[src/rtl/crc_sig_compactor_if.sv]
// Bundle of the compactor's control, data and status signals.
// The bench drives the master side; crc_sig_compactor takes the slave side.
interface crc_sig_compactor_if;
  logic        start;
  logic        din_valid;
  logic [31:0] din;
  logic [31:0] golden;
  logic        unload;
  logic        busy;
  logic        done;
  logic        pass;
  logic [31:0] sig;
  logic        so;

  modport master (
    output start, din_valid, din, golden, unload,
    input  busy, done, pass, sig, so
  );

  modport slave (
    input  start, din_valid, din, golden, unload,
    output busy, done, pass, sig, so
  );
endinterface

[src/rtl/crc_sig_compactor.sv]
// 32-bit MISR (x^32 + x^15 + x^10 + x^3 + 1) over a WINDOW-word run, then golden compare.
// Define CRC_SIG_UNLOAD_EN to add the 32-cycle MSB-first serial unload of the signature.
module crc_sig_compactor #(
  parameter int unsigned WINDOW = 256,
  parameter logic [31:0] SEED   = 32'h0000_0000
) (
  input logic               clk,
  input logic               rst_n,
  crc_sig_compactor_if.slave bus
);

  localparam logic [1:0] S_IDLE    = 2'd0;
  localparam logic [1:0] S_COMPACT = 2'd1;
  localparam logic [1:0] S_CHECK   = 2'd2;
`ifdef CRC_SIG_UNLOAD_EN
  localparam logic [1:0] S_UNLOAD  = 2'd3;
`endif

  // Feedback taps for x^15, x^10, x^3 and 1; x^32 is the shift-out bit itself.
  localparam logic [31:0] POLY        = 32'h0000_8409;
  localparam logic [15:0] WINDOW_LAST = 16'(WINDOW);

  logic [1:0]  state;
  logic [31:0] sig_q;
  logic [15:0] word_cnt;
  logic        done_q;
  logic        pass_q;

  logic [31:0] misr_next;
  logic [15:0] word_cnt_inc;
  logic        window_hit;

`ifdef CRC_SIG_UNLOAD_EN
  logic        so_q;
  logic [5:0]  shift_cnt;
  logic        checked;
`endif

  always_comb begin
    misr_next    = {sig_q[30:0], 1'b0} ^ bus.din ^ (sig_q[31] ? POLY : 32'h0);
    word_cnt_inc = word_cnt + 16'd1;
    window_hit   = (word_cnt_inc == WINDOW_LAST);
  end

  // NOTE: sequential state uses non-blocking assignments only, so every register
  // samples the pre-edge values of its neighbours regardless of statement order.
  always_ff @(posedge clk or negedge rst_n) begin
    if (!rst_n) begin
      state    <= S_IDLE;
      sig_q    <= 32'h0;
      word_cnt <= 16'h0;
      done_q   <= 1'b0;
      pass_q   <= 1'b0;
`ifdef CRC_SIG_UNLOAD_EN
      so_q      <= 1'b0;
      shift_cnt <= 6'd0;
      checked   <= 1'b0;
`endif
    end else begin
      done_q <= 1'b0;
      if (bus.start) begin
        // Abort whatever is running, including a pending CHECK, and restart the window.
        state    <= S_COMPACT;
        sig_q    <= SEED;
        word_cnt <= 16'h0;
        pass_q   <= 1'b0;
`ifdef CRC_SIG_UNLOAD_EN
        so_q      <= 1'b0;
        shift_cnt <= 6'd0;
`endif
      end else begin
        case (state)
          S_COMPACT: begin
            if (bus.din_valid) begin
              sig_q    <= misr_next;
              word_cnt <= word_cnt_inc;
              if (window_hit) state <= S_CHECK;
            end
          end
          S_CHECK: begin
            pass_q <= (sig_q == bus.golden);
            done_q <= 1'b1;
            state  <= S_IDLE;
`ifdef CRC_SIG_UNLOAD_EN
            checked <= 1'b1;
`endif
          end
`ifdef CRC_SIG_UNLOAD_EN
          S_UNLOAD: begin
            // The accepting edge made shift 1; the state holds for 32 cycles in total.
            if (shift_cnt == 6'd32) begin
              state <= S_IDLE;
              so_q  <= 1'b0;
            end else begin
              so_q      <= sig_q[31];
              sig_q     <= {sig_q[30:0], sig_q[31]};
              shift_cnt <= shift_cnt + 6'd1;
            end
          end
`endif
          default: begin
`ifdef CRC_SIG_UNLOAD_EN
            if (bus.unload && checked) begin
              state     <= S_UNLOAD;
              so_q      <= sig_q[31];
              sig_q     <= {sig_q[30:0], sig_q[31]};
              shift_cnt <= 6'd1;
            end
`endif
          end
        endcase
      end
    end
  end

  assign bus.busy = (state != S_IDLE);
  assign bus.done = done_q;
  assign bus.pass = pass_q;
  assign bus.sig  = sig_q;
`ifdef CRC_SIG_UNLOAD_EN
  assign bus.so   = so_q;
`else
  assign bus.so   = 1'b0;
`endif

endmodule

[src/flat_wrapper.sv]
// flat-port wrapper written by rule: the top's interface ports become plain ports
module crc_sig_compactor_flat 
#(
  parameter int unsigned WINDOW = 256,
  parameter logic [31:0] SEED   = 32'h0000_0000
)
  (clk, rst_n, bus_start, bus_din_valid, bus_din, bus_golden, bus_unload, bus_busy, bus_done, bus_pass, bus_sig, bus_so);
  crc_sig_compactor_if bus_i ();
  input logic clk;
  input logic rst_n;
  input wire logic [$bits(bus_i.start)-1:0] bus_start;
  input wire logic [$bits(bus_i.din_valid)-1:0] bus_din_valid;
  input wire logic [$bits(bus_i.din)-1:0] bus_din;
  input wire logic [$bits(bus_i.golden)-1:0] bus_golden;
  input wire logic [$bits(bus_i.unload)-1:0] bus_unload;
  output wire logic [$bits(bus_i.busy)-1:0] bus_busy;
  output wire logic [$bits(bus_i.done)-1:0] bus_done;
  output wire logic [$bits(bus_i.pass)-1:0] bus_pass;
  output wire logic [$bits(bus_i.sig)-1:0] bus_sig;
  output wire logic [$bits(bus_i.so)-1:0] bus_so;
  assign bus_i.start = bus_start;
  assign bus_i.din_valid = bus_din_valid;
  assign bus_i.din = bus_din;
  assign bus_i.golden = bus_golden;
  assign bus_i.unload = bus_unload;
  assign bus_busy = bus_i.busy;
  assign bus_done = bus_i.done;
  assign bus_pass = bus_i.pass;
  assign bus_sig = bus_i.sig;
  assign bus_so = bus_i.so;
  crc_sig_compactor #(.WINDOW(WINDOW), .SEED(SEED)) u_core (.clk(clk), .rst_n(rst_n), .bus(bus_i));
endmodule
[config.mk]
export PLATFORM = sky130hd
export DESIGN_NAME = crc_sig_compactor_flat
export DESIGN_NICKNAME = d
export VERILOG_FILES = /design/src/rtl/crc_sig_compactor_if.sv /design/src/rtl/crc_sig_compactor.sv /design/src/flat_wrapper.sv
export SDC_FILE = /design/constraint.sdc
export NUM_CORES = 1
export LEC_CHECK = 0
export CAP_MARGIN = 25
export CORE_MARGIN = 4
export CORE_UTILIZATION = 35
export CTS_CLUSTER_DIAMETER = 100
export DETAILED_ROUTE_END_ITERATION = 10
export HOLD_SLACK_MARGIN = 0.12
export PLACE_DENSITY = 0.63
export SYNTH_ARGS = -nofsm -noshare
export SYNTH_HDL_FRONTEND = slang
export SYNTH_SLANG_ARGS = --single-unit
[constraint.sdc]
create_clock -name clk -period 2.3 [get_ports clk]
set_clock_uncertainty 0.2 [all_clocks]
set_input_delay 0.69 -clock clk [delete_from_list [all_inputs] [get_ports clk]]
set_output_delay 0.69 -clock clk [all_outputs]
set_load 0.01 [all_outputs]
==> flow_summary.toml <==
[cts]
root_buffer = "clkbuf_8"
cts_buffers = 5
insertion_delay_ps = 310
cts.sinks = 52
clock_path_buffers = 2
ctsHoldBuffers = 0
cts.clk_slew.worst_paths_ps = 90
cts_tree = "yes"
cts.htree.levels = 2

[setup_path]
r2r_slack_ps = 120
cp.depth = 1
required_ps = 1410
reg2reg_to = "u_core.state[0]$_DFFE_PN0P_"
critPathLaunch = "u_core.bus.sig[2]$_DFFE_PN0P_"
max_stage_delay_ps = 580
end_kind = "output pin"
reg2reg_depth = 7
arrival_ps = 1330
cp_max_fo = 4
crit_slowest_cell = "clkdlybuf4s50_1"
cp_top_family = "buffers and inverters"
path_buf_inv = 1
worstPathCellList = "clkdlybuf4s50_1"
r2r_start = "u_core.word_cnt[0]$_DFFE_PN0P_"
endpoint = "bus_sig[2]"
setup.worst_path.class = "reg2out"
start_kind = "flop"

[global_route]
grt_start_max_net_pins = 60
grt_pass1_vias = 2632
antenna_found_initial = 0
grt_util_all_layers_pct = 16.8
grt_pass1_wl_mm = 13.6
overflow = 0
busiest_layer = "met2"
use_met2_pct = 26.7
gr-usage-met3_pct = 3.86
grt_use_met1_pct = 23.2

[pwr]
p_leak_nw = 1.76
power.internal_mw = 1.52
power_frac_comb_pct = 27.3
switching_share_pct = 28.8
pwr-share-clk_pct = 24.0
peakVddDrop_uv = 247
p_seq_share_pct = 48.7
p_switching_mw = 0.615
power.density_nw_per_um2 = 476

[synth]
synth-xor-area-share_pct = 22.9
synth-edff-count = 0
synth_compound_area_share_pct = 12.7
synth_top_family_by_area = "XOR/XNOR gates"
synth_largest_area_cell = "dfrtp_1"
synth_fp_nets = 401
synth_cell_types = 44
ys_warn_count = 0
yosys_most_used_dff = "dfrtp_1"
synthCells = 330
post-synth-top-count-cell = "dfrtp_1"
synth-async-reset-ratio_pct = 100
netlist_top_cells_count = "52 x dfrtp_1, 49 x nor2_1, 49 x xnor2_1, 33 x xor2_1, 30 x a211oi_1"
post_synth_fa_ha_maj_area_fraction_pct = 0.796
yosys-top-cells-area = "dfrtp_1 41%, xnor2_1 14%, xor2_1 9.2%, a211oi_1 7.2%, nor2_1 5.9%"
ys_ff_latch = 52
synth_top_cell_area_share_pct = 41.4
syn_area_per_cell_um2 = 9.52
synthMuxAreaShare_pct = 0.319
ys_seq_area_share_pct = 41.4
synth_area_um2 = 3140
yosys.area_share.simple_pct = 18.1

[sta]
max_freq_ghz = 0.450
tns_ps = 0
layout_setup_ws_ps = 77.9
setup_viol = 0
hold_violations = 0
drv_slew = 0
period_share_pct = 96.6
finalCriticalPeriod_ps = 2220

[final_layout]
utilization_pct = 51.3
multi_input_area_um2 = 1750
diodes = 0
seqCellArea_um2 = 1310
drive_above_1_share_pct = 9.84
num-fill-cells = 820
area_growth_pct = 42.4
finish.net_count = 508

[floorplanning]
core-area_um2 = 8720
die_w_um = 103
io_pins = 105
die-area_um2 = 10600
die_h_um = 103
start_util_pct = 36.0
core.rowCount = 34

[route]
ant_nets = 0
drc_errors = 0
drtIter0Drc = 88
routed-via-count = 2720
wl_mm = 8.72
avgViaCountPerCell = 4.99
avgRoutedWirePerCell_um = 16.0
dr.pass1.iters = 4

[worst_hold_path]
holdCritPathClass = "in2async"

[place]
dpl_worst_slack_ps = -246
hpwl_mm = 6.53
gp_congestion = 0.835
io_buffers = 102

[outcome]
outcome = "finished, final reports clean"

[run]
cap_violations = 0
## per-stage QoR
stage / area (µm²) / power, mW / hold slack, ps / cells
floorplan: 3140 / 1.30 / 194 / 330
global placement: 4360 / 1.63 / 300 / 537
detailed placement: 4360 / 1.64 / 301 / 537
CTS: 4440 / 2.16 / 125 / 545
global route: 4470 / 2.26 / 134 / 545
finish: 4470 / 2.13 / 120 / 545
## cells in the final DEF, fill, tap and decap left out, types with 5 or more instances in the layout
| cell type | instances |
|---|---|
| a211oi_1 | 30 |
| a21oi_1 | 9 |
| and3_1 | 5 |
| buf_4 | 17 |
| clkbuf_8 | 5 |
| clkdlybuf4s50_1 | 99 |
| dfrtp_1 | 48 |
| nand2_1 | 18 |
| nand3_1 | 9 |
| nand4_1 | 11 |
| nor2_1 | 49 |
| xnor2_1 | 49 |
| xor2_1 | 33 |
## logic make-up after synthesis
kind of cell / Yosys count
and+or+nand+nor: 115
xor gates and xnor gates: 82
AOI/OAI and AO/OA: 54
DFF: 52
buffers and inverters: 23
adders and majority gates: 2
other: 1
muxes: 1
## power by group through the flow
stage / Clock, mW / Combinational, mW / Sequential (mW)
floorplan: 0 / 0.230 / 1.07
global placement: 0 / 0.578 / 1.05
detailed placement: 0 / 0.581 / 1.06
CTS: 0.535 / 0.585 / 1.04
global route: 0.577 / 0.633 / 1.05
finish: 0.511 / 0.583 / 1.04
## final cells by class
cell class,instances,area share [%]
repair buffers,122,26.8
clock buffers,6,1.62
flip-flops and latches,52,29.2
inverters,1,0.0839
clock inverters,1,0.112
multi-input cells,255,39.2
well taps,108,3.02
## flip-flops by register name (all words and copies together) (netlist names)
signal	count
u_core.bus.done	1
u_core.bus.pass	1
u_core.bus.sig	32
u_core.state	2
u_core.word_cnt	16
## timing repair
item                       in CTS  in global routing
setup buffers                   1                  0
pin swaps                       0                  1
setup endpoints to repair       1                  7
hold endpoints to repair        0                  0
resized for setup               1                  8
gates cloned                    0                  0
## worst min path at each step
stage                                     start  slack (ps)                             end
detailed placement  u_core.bus.pass$_DFFE_PN0N_         300     u_core.bus.pass$_DFFE_PN0N_
finish                                    rst_n         120  u_core.bus.sig[31]$_DFFE_PN0P_
CTS                                       rst_n         130  u_core.bus.sig[13]$_DFFE_PN0P_
global placement    u_core.bus.pass$_DFFE_PN0N_         300     u_core.bus.pass$_DFFE_PN0N_
floorplan                                 rst_n         190       u_core.bus.done$_DFF_PN0_
global route                              rst_n         130  u_core.bus.sig[13]$_DFFE_PN0P_
## per-layer routing
| metal | routed length (µm) | up-vias |
|---|---|---|
| met1 | 4090 | 1287 |
| met5 | 0 | - |
| met2 | 3980 | 71 |
| li1 | - | 1356 |
| met4 | 90 | 0 |
| met3 | 553 | 6 |
No activity file was read; power rests on OpenSTA's default activity.
